--- config.mk ---
export PLATFORM = sky130hd
export DESIGN_NAME = wb_slave_router
export DESIGN_NICKNAME = d
export VERILOG_FILES = /design/src/rtl/wb_slave_router.sv
export SDC_FILE = /design/constraint.sdc
export NUM_CORES = 1
export LEC_CHECK = 0
export ABC_AREA = 0
export CAP_MARGIN = 20
export CORE_MARGIN = 5
export CORE_UTILIZATION = 42
export CTS_CLUSTER_DIAMETER = 80
export DETAILED_ROUTE_END_ITERATION = 16
export PLACE_DENSITY = 0.77
export SETUP_SLACK_MARGIN = 0.15
export SYNTH_ARGS = -nofsm -noshare
export SYNTH_HDL_FRONTEND = slang
export SYNTH_SLANG_ARGS = --single-unit
--- constraint.sdc ---
create_clock -name wb_clk_i -period 6.86 [get_ports wb_clk_i]
set_clock_uncertainty 0.05 [all_clocks]
set_input_delay 2.058 -clock wb_clk_i [delete_from_list [all_inputs] [get_ports wb_clk_i]]
set_output_delay 2.058 -clock wb_clk_i [all_outputs]
set_load 0.01 [all_outputs]
--- src/rtl/wb_slave_router.sv ---
// Registered Wishbone router: decodes each management-port request to the user or debug slave,
// runs one transaction at a time, and terminates unacknowledged transactions with a watchdog.
module wb_slave_router #(
  parameter logic [28:0] DEBUG_ADR    = 29'h601FFFF,
  parameter int          TIMEOUT      = 16,
  parameter logic [31:0] TIMEOUT_DATA = 32'hDEADBEEF
) (
  input  logic        wb_clk_i,
  input  logic        wb_rst_i,
  input  logic        wbs_cyc_i,
  input  logic        wbs_stb_i,
  input  logic        wbs_we_i,
  input  logic [3:0]  wbs_sel_i,
  input  logic [31:0] wbs_adr_i,
  input  logic [31:0] wbs_dat_i,
  output logic        wbs_ack_o,
  output logic [31:0] wbs_dat_o,
  output logic        user_cyc_o,
  output logic        user_stb_o,
  input  logic        user_ack_i,
  input  logic [31:0] user_dat_i,
  output logic        dbg_cyc_o,
  output logic        dbg_stb_o,
  input  logic        dbg_ack_i,
  input  logic [31:0] dbg_dat_i,
  output logic        s_we_o,
  output logic [3:0]  s_sel_o,
  output logic [31:0] s_adr_o,
  output logic [31:0] s_dat_o,
  output logic [7:0]  to_count_o,
  output logic [31:0] to_adr_o,
  output logic        to_irq_o
);

  typedef enum logic [1:0] {IDLE, ACTIVE, DONE} state_t;

  localparam logic [7:0] WD_LAST = 8'(TIMEOUT - 1);

  state_t      r_state;
  state_t      w_state_next;
  logic        r_tgt_dbg;
  logic [7:0]  r_wd;
  logic        r_ack;
  logic        r_irq;
  logic [31:0] r_dat;
  logic        r_we;
  logic [3:0]  r_sel;
  logic [31:0] r_adr;
  logic [31:0] r_wdat;
  logic [7:0]  r_to_count;
  logic [31:0] r_to_adr;

  logic        w_active;
  logic        w_accept;
  logic        w_tgt_ack;
  logic        w_abort;
  logic        w_ack_evt;
  logic        w_expire;

  assign w_active  = (r_state == ACTIVE);
  assign w_accept  = (r_state == IDLE) && wbs_cyc_i && wbs_stb_i;
  assign w_tgt_ack = r_tgt_dbg ? dbg_ack_i : user_ack_i;
  // A master abort outranks both a real ack and the watchdog: the master is no longer listening.
  assign w_abort   = w_active && !wbs_cyc_i;
  assign w_ack_evt = w_active && !w_abort && w_tgt_ack;
  assign w_expire  = w_active && !w_abort && !w_tgt_ack && (r_wd == WD_LAST);

  always_comb begin
    w_state_next = r_state;
    case (r_state)
      IDLE:    if (w_accept) w_state_next = ACTIVE;
      ACTIVE: begin
        if (w_abort)                     w_state_next = IDLE;
        else if (w_ack_evt || w_expire)  w_state_next = DONE;
      end
      DONE:    w_state_next = IDLE;
      default: w_state_next = IDLE;
    endcase
  end

  always_ff @(posedge wb_clk_i or posedge wb_rst_i) begin
    if (wb_rst_i) begin
      r_state    <= IDLE;
      r_tgt_dbg  <= 1'b0;
      r_wd       <= 8'd0;
      r_ack      <= 1'b0;
      r_irq      <= 1'b0;
      r_dat      <= 32'd0;
      r_we       <= 1'b0;
      r_sel      <= 4'd0;
      r_adr      <= 32'd0;
      r_wdat     <= 32'd0;
      r_to_count <= 8'd0;
      r_to_adr   <= 32'd0;
    end else begin
      r_state <= w_state_next;
      r_ack   <= w_ack_evt || w_expire;
      r_irq   <= w_expire;
      if (w_accept) begin
        r_we      <= wbs_we_i;
        r_sel     <= wbs_sel_i;
        r_adr     <= wbs_adr_i;
        r_wdat    <= wbs_dat_i;
        r_tgt_dbg <= (wbs_adr_i[31:3] == DEBUG_ADR);
        r_wd      <= 8'd0;
      end else if (w_active && !w_abort && !w_tgt_ack && !w_expire) begin
        r_wd <= r_wd + 8'd1;
      end
      if (w_ack_evt) begin
        r_dat <= r_tgt_dbg ? dbg_dat_i : user_dat_i;
      end
      if (w_expire) begin
        r_dat    <= TIMEOUT_DATA;
        r_to_adr <= r_adr;
        if (r_to_count != 8'hFF) r_to_count <= r_to_count + 8'd1;
      end
    end
  end

  assign user_cyc_o = w_active && !r_tgt_dbg;
  assign user_stb_o = w_active && !r_tgt_dbg;
  assign dbg_cyc_o  = w_active && r_tgt_dbg;
  assign dbg_stb_o  = w_active && r_tgt_dbg;
  assign wbs_ack_o  = r_ack;
  assign wbs_dat_o  = r_dat;
  assign s_we_o     = r_we;
  assign s_sel_o    = r_sel;
  assign s_adr_o    = r_adr;
  assign s_dat_o    = r_wdat;
  assign to_count_o = r_to_count;
  assign to_adr_o   = r_to_adr;
  assign to_irq_o   = r_irq;

endmodule

==> results by group <==
Run status
  • Status: completed

STA
  • Final slew viol count: 0
  • RSZ-0062 raised after global routing: false
  • Final critical-path share of the clock period: 58.3%
  • Achievable Freq: 0.250 GHz
  • Max-slew headroom: 44.9%
  • Final min period: 4000 ps
  • Tightest Pin Transition: 826 ps
  • Fin. Hold Viols: 0
  • Final setup fails: 0
  • Setup TNS Final: 0 ps

Power
  • Clk pwr share: 36.7%
  • Net Sw Power: 0.000723 W
  • Pleak: 4.68 nW
  • Int Pwr: 0.00201 W
  • Switching Share: 26.5%
  • Pwr/cell area: 271 nW/um^2
  • Seq pwr share: 40.9%
  • Gate power share: 22.4%
  • Peak supply drop: 0.213 mV

Finish
  • Nets: 1098
  • Fraction of layout cells with a size suffix above 1: 5.26%
  • Area Growth Syn to Fin: 55.9%
  • Diodes inserted: 0
  • Fin util: 66.5%
  • Layout fillers: 1189

Critical path
  • Crit-path max FO: 41
  • Worst EP required: 7120 ps
  • CP Launch Point: wbs_cyc_i
  • Kind of critical path: in2reg
  • RR Startpoint: r_tgt_dbg$_DFFE_PP0P_
  • FF-to-FF setup slack: 4090 ps
  • Worst Setup End Kind: flip-flop
  • Arr. time, crit path: 4250 ps
  • Startpoint types: input port
  • Critical R2R Capture: to_count_o[1]$_DFFE_PP0P_
  • R2R depth: 6

CTS
  • Setup repair bufs after CTS: 0
  • Clock Pin Slew Worst Setup and Hold Paths: 60 ps
  • Clock sink count: 154
  • H-tree depth: 4
  • Hold buffer count at CTS: 0
  • Clock latency on the worst-skew pair: 430 ps
  • CTS tree: built
  • Number of buffers created by CTS: 17
  • Maximum clock path buffer count: 2
  • Clock Tree Root: clkbuf_16
  • Post-CTS resize count: 0

Min path
  • Worst hold stages: 2
  • Worst hold path endpoint: to_adr_o[31]$_DFFE_PP0P_
  • HP Start: to_adr_o[31]$_DFFE_PP0P_
  • Min-delay worst type: reg2reg

Logic synthesis
  • Synth Register Bits: 154
  • Synthesized area: 6460 sq um
  • Synth Net Count: 827
  • Area contributors post-synth: dfrtp_1 60%, nand2_1 20%, mux2i_1 5.6%
  • Synthesis Warnings: 0
  • Yosys cell types: 39
  • Post-synthesis sequential area ratio: 59.6%
  • Cell taking the most area after synthesis: dfrtp_1
  • Synth top area share: 59.6%
  • Syn Area/Cell: 9.42 sq um
  • Synth Instances: 686

Placement
  • RePlAce Congestion: 0.843
  • HPWL Detailed: 13.8 mm
  • I/O Buffers: 285

Floorplanning
  • Area of the core: 15100 sq um
  • Io pins: 286
  • Die height: 134 um
  • # rows: 45
  • Initial core utilization: 42.7%
  • DIE AREA: 18000 sq um
  • Die Width: 134 um

Flow run
  • Max Cap Violations: 0

Detailed routing
  • DR vias: 5701
  • Routed wire per std cell: 17.0 um
  • Iter 0 DRT Violations: 375
  • Via/cell ratio: 4.92
  • TritonRoute pass-1 iters: 4
  • DRC Markers: 0
  • Post-Route WL: 19.7 mm
  • Antenna-violating nets left: 0

Global routing
  • Final global-route overflow total: 0
  • Initial antenna violation count: 0
  • Vias in the first global route: 5710
  • Total GRT Usage: 21.8%
  • First-pass GRT wire length: 30.8 mm
  • Largest net degree at the start of global routing: 74
[how the worst max path moves through the flow]
stage,depth (start not counted),slack [ps],end
finish,6,2860,to_count_o[1]$_DFFE_PP0P_
global route,6,2750,to_count_o[1]$_DFFE_PP0P_
CTS,6,2880,to_count_o[1]$_DFFE_PP0P_
detailed placement,6,2440,to_count_o[1]$_DFFE_PP0P_
global placement,6,2530,to_count_o[1]$_DFFE_PP0P_
floorplan,1,600,r_state[0]$_DFFE_PP0P_
[power by group through the flow]
stage | Sequential [W] | Clock (W) | Combinational, W
floorplan | 0.00119 | 0 | 0.000151
global placement | 0.00113 | 0 | 0.000607
detailed placement | 0.00113 | 0 | 0.000615
CTS | 0.00112 | 0.00103 | 0.000619
global route | 0.00114 | 0.00107 | 0.000662
finish | 0.00112 | 0.00100 | 0.000611
[cell type report]
| type | instances | area, sq um | share of cell area, % |
|---|---|---|---|
| multi-input cells | 490 | 2420 | 24.0 |
| inverters | 2 | 12.5 | 0.124 |
| clock inverters | 14 | 194 | 1.92 |
| well taps | 188 | 235 | 2.33 |
| flip-flops and latches | 154 | 3850 | 38.3 |
| repair buffers | 292 | 2920 | 29.0 |
| clock buffers | 18 | 439 | 4.36 |
[metrics by stage]
stage	cells	hold slack (ps)	cell area (sq um)	power [W]	setup slack (ps)
2_1_floorplan	686	431	6460	0.00134	602
3_3_place_gp	1125	407	9420	0.00173	2530
3_5_place_dp	1125	411	9420	0.00175	2440
4_1_cts	1157	427	10100	0.00276	2880
5_1_grt	1158	439	10100	0.00286	2750
6_report	1158	423	10100	0.00273	2860
[flip-flops by register name, summed over array words and instances (netlist names), 2 cells and up]
| register | flops |
|---|---|
| s_dat_o | 32 |
| to_adr_o | 32 |
| s_adr_o | 32 |
| r_wd | 8 |
| r_state | 2 |
| to_count_o | 8 |
| s_sel_o | 4 |
| wbs_dat_o | 32 |
[cells in the mapped netlist, drive strengths merged]
cell      n
nand2   343
dfrtp   154
mux2i    37
o211ai   24
buf      22
clkbuf   18
nand3    14
o21ai    12
nand4    10
xnor2     6
a21oi     5
nor4      5
and3      4
nor2      4
mux2      3
nand2b    3
nor3      3
and2      2
ha        2
inv       2
nor2b     2
nor4b     2
or4       2
a311oi    1
a31oi     1
and3b     1
and4      1
nand3b    1
or3       1
or4b      1
[metal layers]
layer / global-route usage (%) / vias to the layer above / wire, um
li1: - / 2778 / -
met1: 25.6 / 2683 / 7870
met2: 37.1 / 214 / 9620
met3: 8.70 / 26 / 1760
met4: 6.28 / 0 / 439
met5: 0 / - / 0
[cell families after synthesis]
logic type / synth area share (%)
flops: 59.6
xor+xnor: 0.813
fa+ha+maj: 0.387
buf+inv: 3.00
compound gates: 4.34
simple gates: 25.3
mux: 6.51
[worst max-delay path: stages]
cell	delay [ps]
clkdlybuf4s50_1	530
and3b_1	290
nand4_1	160
inv_2	590
nand2_1	220
mux2_1	370
[cells in the final DEF, fill, tap and decap left out, types with 2 or more instances in the layout]
cell type / synthesis / routed
a21oi_1: 5 / 5
and2_1: 2 / 2
and3_1: 4 / 3
buf_4: 3 / 6
bufinv_16: 0 / 4
clkbuf_16: 0 / 17
clkdlybuf4s50_1: 0 / 285
clkinv_2: 0 / 3
clkinv_4: 0 / 2
clkinvlp_4: 0 / 2
dfrtp_1: 154 / 153
ha_1: 2 / 2
inv_6: 0 / 4
mux2_1: 2 / 2
mux2i_1: 36 / 36
nand2_1: 342 / 341
nand2_2: 1 / 2
nand2b_1: 3 / 3
nand3_1: 14 / 13
nand4_1: 10 / 10
nor2_1: 3 / 3
nor2b_1: 2 / 2
nor3_1: 3 / 3
nor4_1: 4 / 4
nor4b_1: 2 / 2
o211ai_1: 24 / 24
o21ai_0: 12 / 12
or4_1: 2 / 2
xnor2_1: 6 / 6
(Power assumes the default switching activity.)
